==> src/rtl/fetch_stage.sv <==
// ----------------------------------------------------------------------------
// fetch_stage
//
// Instruction-fetch stage of the pipelined LEGv8 core. Owns the program
// counter, drives the word address of the 64-word instruction ROM, and
// latches the returned word into the IF/ID pipeline register. Handles
// decode-side stall, flush and branch redirect, and halts fetch once the PC
// walks past the populated part of the ROM image.
//
// Ports
//   clk            rising-edge clock
//   reset          asynchronous, active-low reset
//   imem_addr      ROM word address (pc_F[7:2]), combinational
//   imem_q         ROM read data, combinational from imem_addr
//   stall_D        hold PC and IF/ID
//   flush_D        load a bubble into IF/ID
//   branch_taken   redirect PC to branch_target
//   branch_target  redirect byte address, low two bits ignored
//   pc_F           current fetch PC
//   instr_D        IF/ID instruction
//   pc_D           IF/ID PC
//   valid_D        IF/ID holds a real instruction
//   done           fetch has halted at the end of the program
//   fetch_count    valid instructions latched into IF/ID, saturating
// ----------------------------------------------------------------------------
module fetch_stage #(
    parameter int          N         = 64,
    parameter int          ROM_WORDS = 23,
    parameter logic [31:0] NOP_WORD  = 32'hd503201f
) (
    input  logic         clk,
    input  logic         reset,
    output logic [5:0]   imem_addr,
    input  logic [31:0]  imem_q,
    input  logic         stall_D,
    input  logic         flush_D,
    input  logic         branch_taken,
    input  logic [N-1:0] branch_target,
    output logic [N-1:0] pc_F,
    output logic [31:0]  instr_D,
    output logic [N-1:0] pc_D,
    output logic         valid_D,
    output logic         done,
    output logic [15:0]  fetch_count
);

    // Word-index limit widened to the full PC word-index width so the range
    // compare never truncates high PC bits.
    localparam logic [N-3:0] ROM_LIMIT  = (N-2)'(ROM_WORDS);
    localparam logic [N-1:0] PC_STEP    = N'(4);
    localparam logic [N-1:0] ALIGN_MASK = ~(N'(3));

    typedef enum logic {
        RUN  = 1'b0,
        HALT = 1'b1
    } state_t;

    state_t       state;
    state_t       state_nxt;
    logic         in_range;
    logic         fetch_ok;
    logic [N-1:0] redirect_pc;
    logic [N-1:0] pc_nxt;
    logic         ifid_load;
    logic [31:0]  instr_nxt;
    logic         valid_nxt;

    function automatic logic [15:0] sat_inc16(input logic [15:0] v);
        return (v == 16'hFFFF) ? v : v + 16'd1;
    endfunction

    assign imem_addr   = pc_F[7:2];
    assign in_range    = (pc_F[N-1:2] < ROM_LIMIT);
    assign fetch_ok    = (state == RUN) && in_range;
    // Masking keeps every target bit in the expression while forcing
    // word alignment.
    assign redirect_pc = branch_target & ALIGN_MASK;

    // ---- stage F: next PC ----
    // Branch beats stall; a halted or out-of-range PC simply holds.
    always_comb begin
        pc_nxt = pc_F;
        if (branch_taken) begin
            pc_nxt = redirect_pc;
        end else if (!stall_D && fetch_ok) begin
            pc_nxt = pc_F + PC_STEP;
        end
    end

    // IF/ID write decision. Flush overrides stall for IF/ID only; the PC
    // path above still holds on stall.
    always_comb begin
        ifid_load = 1'b1;
        instr_nxt = NOP_WORD;
        valid_nxt = 1'b0;
        if (branch_taken || flush_D) begin
            ifid_load = 1'b1;
        end else if (stall_D) begin
            ifid_load = 1'b0;
        end else if (fetch_ok) begin
            instr_nxt = imem_q;
            valid_nxt = 1'b1;
        end
    end

    // Halt only when the out-of-range PC is actually being consumed: a
    // stall or a redirect on that edge keeps the FSM running.
    always_comb begin
        state_nxt = state;
        case (state)
            RUN: begin
                if (!in_range && !stall_D && !branch_taken) begin
                    state_nxt = HALT;
                end
            end
            HALT: begin
                if (branch_taken) begin
                    state_nxt = RUN;
                end
            end
            default: state_nxt = RUN;
        endcase
    end

    // ---- stage F -> D boundary: PC, FSM and IF/ID registers ----
    always_ff @(posedge clk or negedge reset) begin
        if (!reset) begin
            pc_F        <= '0;
            state       <= RUN;
            done        <= 1'b0;
            instr_D     <= NOP_WORD;
            pc_D        <= '0;
            valid_D     <= 1'b0;
            fetch_count <= '0;
        end else begin
            pc_F  <= pc_nxt;
            state <= state_nxt;
            done  <= (state_nxt == HALT);
            if (ifid_load) begin
                instr_D <= instr_nxt;
                pc_D    <= pc_F;
                valid_D <= valid_nxt;
                if (valid_nxt) begin
                    fetch_count <= sat_inc16(fetch_count);
                end
            end
        end
    end

endmodule
==> config.mk <==
export PLATFORM = sky130hd
export DESIGN_NAME = fetch_stage
export DESIGN_NICKNAME = d
export VERILOG_FILES = /design/src/rtl/fetch_stage.sv
export SDC_FILE = /design/constraint.sdc
export NUM_CORES = 1
export LEC_CHECK = 0
export ABC_AREA = 1
export BUFFER_PORTS_ARGS = -buffer_cell sky130_fd_sc_hd__clkbuf_2
export CAP_MARGIN = 10
export CORE_MARGIN = 5
export CORE_UTILIZATION = 49
export DETAILED_ROUTE_END_ITERATION = 8
export PLACE_DENSITY = 0.83
export RECOVER_POWER = 100
export SYNTH_ARGS = -nofsm -noshare
export SYNTH_HDL_FRONTEND = slang
export SYNTH_SLANG_ARGS = --single-unit
==> constraint.sdc <==
create_clock -name clk -period 1.95 [get_ports clk]
set_input_delay 0.2925 -clock clk [delete_from_list [all_inputs] [get_ports clk]]
set_output_delay 0.2925 -clock clk [all_outputs]
set_load 0.005 [all_outputs]
# Word level (Yosys, flattened, before mapping)
# Cells that the tools add are included.
[op_classes]
addsub = 2
n_eq_ne = 1
reduce_logical = 10
n_bitwise = 2
order_cmp = 1
mux = 13
[op_table]
columns = ["cell", "n"]
rows = [
  ["$mux 64", 2],
  ["$mux 32", 3],
  ["$add 64x3->64 const B", 1],
  ["$lt 62x5->1 const B", 1],
  ["$add 16x1->16 const B", 1],
  ["$eq 16x16->1 const B", 1],
  ["$mux 1", 7],
  ["$logic_and 1x1->1", 4],
  ["$logic_not 1->1", 3],
  ["$reduce_and 3->1", 1],
  ["$not 1->1", 2],
  ["$pmux 1 s2", 1],
  ["$reduce_bool 2->1", 1],
  ["$logic_or 1x1->1", 1],
]
[totals]
inputBits = 101
register_bits = 178

# Logic depth before layout (Yosys ltp)
[depth]
word_depth = 6
ltp_mapped = 13
depth_no_buf = 12

# Least setup slack after synthesis
# No wires, ideal clock.
[synth_timing]
path_type = "register to register"
startpoint = "register pc_F[2]"
endpoint = "register pc_F[53]"
path_stages_with_launch = 14
n_path_buf = 2
setup_slack_ns = 0.160
setup_time_ns = 0.118
arrival_ns = 1.672
cell_sequence = "dfrtp_1 -> ha_1 -> nand2_2 -> nor2_1 -> nor2_1 -> nand2_1 -> nor2_2 -> nand2_2 -> nor2_4 -> inv_2 -> buf_2 -> buf_6 -> nand3_1 -> nand2_1"
[synth_via]
elab_chain_len = 4
word_cells_on_any_way = 7
[synth_rtl]
columns = ["element", "line_no", "text"]
rows = [
  ["start, declared", "39", "output logic [N-1:0] pc_F,"],
  ["start signal, assigned", "136", "pc_F <= pc_nxt;"],
  ["parallel branches: the longest is 4 deep, another holds $add 64x3->64", "--", ""],
]
# Several ways; the timed one is not identified. The select of a mux whose other input is x is not followed.
# A chain may end at the register's enable or synchronous reset.

# Final worst setup path
[layout_timing]
startpoint = "register pc_F[2]"
endpoint = "register fetch_count[8]"
[layout_via]
elab_chain_len = 6
[layout_rtl]
columns = ["element", "line_no", "text"]
rows = [
  ["$lt 62x5->1", "73", "assign in_range = (pc_F[N-1:2] < ROM_LIMIT);"],
  ["$logic_and 1x1->1", "74", "assign fetch_ok = (state == RUN) && in_range;"],
  ["$mux 1", "100", "end else if (fetch_ok) begin"],
  ["$mux 1", "98", "end else if (stall_D) begin"],
  ["$mux 1", "96", "if (branch_taken || flush_D) begin"],
  ["$reduce_and 3->1 (no source line)", "--", ""],
  ["end signal, assigned", "144", "fetch_count <= sat_inc16(fetch_count);"],
  ["end, declared", "44", "output logic [15:0] fetch_count"],
]
# No other way between the ends.

==> results.yml <==
outcome:
  outcome: "complete, no violations"
timing:
  period_minus_slack_ns: 1.928
  clock_skew_ns: 0.01267
  hold_ws_ns: 0.06826
  tightest_slew_ns: 1.461
  max_freq_mhz: 518.7
  relSlewSlack_pct: 2.613
  drv_slew: 0
  layout_worst_path_cycle_share_pct: 98.87
  rsz0062_at_grt: "true"
  hold_violations: 0
  finalSetupViolations: 0
clock_network:
  tritoncts: "built"
  htreeDepth: 4
  clockRootBuffer: "clkbuf_16"
  cts.sinks: 174
  cts.clk_slew.worst_paths_ns: 0.07
  clkLatencyLatePin_ns: 0.42
  clockBufferDepth: 2
  numCtsBuffers: 17
grt:
  grtUsageTotal_pct: 24.28
  grt_pass1_vias: 6814
  grt_max_degree: 65
  antenna_found_initial: 0
  grt-ovfl-total: 0
  grt_first_pass_wirelength_um: 34660
detailed_routing:
  via_count: 7038
  wl_um: 22270
  drc: 0
  drt_iter0_markers: 390
  wire_per_inst_um: 16.10
  drtPass1Iterations: 5
  vias_per_cell: 5.089
  ant_nets: 0
yosys:
  yosysUniqueCellTypes: 28
  syn_inst: 901
  ys.flop_type: "dfrtp_1"
  avgSynthCellArea_sq_um: 8.374
  synth_top_cell_by_area: "dfrtp_1"
  syn_area_sq_um: 7545
  yosysMostFrequentCell: "nand2_1"
  synthTopCellsByCount: "382 x nand2_1, 161 x dfrtp_1, 103 x nor2_1, 75 x nand3_1, 27 x clkbuf_1"
  yosys.area.top_type_share_pct: 53.40
  seq_area_frac_synth_pct: 57.93
  async_flop_share_pct: 100.0
  ys_ff_latch: 174
  yosys_warnings: 0
  synth_area_leaders: "dfrtp_1 53%, nand2_1 19%, nor2_1 5.1%"
  synth_edf_count: 0
critical_path:
  endpoint_kind: "flop"
  reg2reg_depth: 12
  setup.worst_path.class: "flop to flop"
  r2r_setup_slack_ns: 0.02
  crit_top_cell: "nand2_1"
  worst_setup_path_start_kind: "flop"
  crit_required_ns: 2.26
  path_max_fanout: 8
  r2r-start: "pc_F[2]"
  crit_chain: "ha_2 -> nand2_2 -> nor2_1 -> nor2_1 -> nand2_1 -> nor2_2 -> nand2_2 -> nor2_4 -> buf_12 -> nand3_4 -> nand2_1 -> nand2_1"
  crit_arrival_ns: 2.24
  cpPeakStageDelay_ns: 0.40
  cp_slowest_cell: "dfrtp_1"
  r2r_end: "fetch_count[8]"
power:
  p_seq_share_pct: 49.0
  power_switching_uw: 2170
  irDropWorstVdd_v: 0.0005554
  p_int_uw: 6166
  p_leak_uw: 0.005118
  clkPwrFrac_pct: 39.1
  p_per_area_nw_per_um2: 857.8
  switching_share_pct: 26.03
  combPwrFrac_pct: 11.8
floorplan:
  fp.coreArea_sq_um: 15150
  start_util_pct: 49.81
  die_w_um: 134.1
  die_h_um: 134.1
  row_count: 45
  dieArea_sq_um: 17980
  top_level_ports: 285
worst_hold_path:
  holdPathEnd: "pc_F[12]"
  min_path_type: "primary input to flop"
  hp-start: "branch_target[12]"
  min_path_cells: 3
cells_and_area:
  drive_above_1_share_pct: 24.10
  final_cells: 1383
  syn_to_final_growth_pct: 28.79
  antenna_cells: 0
  final_nets: 1286
job:
  cap_violations: 0
placement:
  detailed_place_hpwl_um: 15770
  numPortBuffers: 278
  place.gp.congestion: 0.8602
  dp_cells: 1342
-- routing by layer --
metal	part of all wire [%]	routed length [um]	vias to the layer above	global-route usage (%)
li1	-	-	3375	-
met1	39	8641	3306	29.58
met2	49	10910	310	41.16
met3	9.4	2104	47	7.352
met4	2.7	607	0	8.654
met5	0	0	-	0
-- cells in the final DEF, fill, tap and decap left out, types with 4 or more instances in the layout --
cell type | netlist | layout
nor2_2 | 11 | 16
o21ai_0 | 13 | 13
conb_1 | 1 | 4
clkbuf_8 | 0 | 4
dfstp_2 | 13 | 13
clkbuf_2 | 0 | 176
buf_4 | 13 | 23
clkbuf_1 | 27 | 110
inv_1 | 26 | 25
nand2_1 | 382 | 374
xor2_1 | 9 | 9
clkbuf_16 | 0 | 18
nand2_2 | 3 | 11
nand3_1 | 75 | 75
nand4_1 | 19 | 19
a21oi_1 | 11 | 11
nor2_1 | 103 | 98
dfrtp_1 | 161 | 161
-- registers in the layout (all words and copies together), names as in the netlist --
name	flops
pc_F	62
pc_D	62
state	1
instr_D	32
fetch_count	16
valid_D	1
-- area by class of cell --
class	instances	area [sq um]
Tap cell	188	235.2
Clock inverter	9	86.33
Inverter	27	103.9
Multi-Input combinational cell	647	2845
Fill cell	1364	5429
Clock buffer	22	484.2
Sequential cell	174	4370
Timing Repair Buffer	316	1592
-- critical path: cells and delay by family, from the launching register on --
family                     cells  cell delay, ns
buffers and inverters          1            0.17
and+or+nand+nor               10            1.04
adders and majority gates      1            0.20
DFF                            1            0.40
-- power by group through the flow --
stage          clock network (uW)  registers, uW  logic [uW]
2_1_floorplan                   0           4140         392
3_3_place_gp                    0           4130        1020
3_5_place_dp                    0           4150        1050
4_1_cts                      3320           4090        1050
5_1_grt                      3510           4120        1120
6_report                     3260           4090         986
-- worst max path at each step --
stage,from,to,cells past startpoint
global route,pc_F[2],fetch_count[7],12
global placement,pc_F[2],fetch_count[13],12
detailed placement,pc_F[2],fetch_count[2],12
floorplan,pc_F[2],pc_F[53],13
finish,pc_F[2],fetch_count[8],12
CTS,pc_F[2],fetch_count[2],12
-- kinds of logic (layout without fill, tap and decap cells) --
group | count (synthesis) | in the layout | share of synthesized area, %
AND/OR/NAND/NOR | 604 | 605 | 33.38
flip-flops | 174 | 174 | 57.93
buffers and inverters | 84 | 374 | 5.323
AO/OA/AOI/OAI | 24 | 24 | 1.592
XOR/XNOR | 12 | 12 | 1.393
adder cells (fa/ha/maj) | 2 | 2 | 0.3316
other | 1 | 4 | 0.04970
-- what timing repair did --
item                                    CTS  global route
pin swaps                                 0             7
gates resized for setup                   2            15
cloned                                    1             1
endpoints found under the setup margin   18            93
setup buffers                             0             7
hold buffers                              1             0
hold endpoints to repair                 40             0
-- per-stage QoR --
stage	setup TNS (ns)	power, uW	setup WS (ns)	instance area (sq um)	util, %
floorplan	0	4536	0.1601	7556	-
global placement	0	5150	0.08101	9199	60.74
detailed placement	-0.008365	5192	-0.008365	9199	60.74
CTS	-0.01191	8463	-0.01191	9806	64.74
global route	-4.084	8742	-0.1112	9717	64.16
finish	0	8335	0.02199	9717	64.16
No activity file was read; power rests on OpenSTA's default activity.
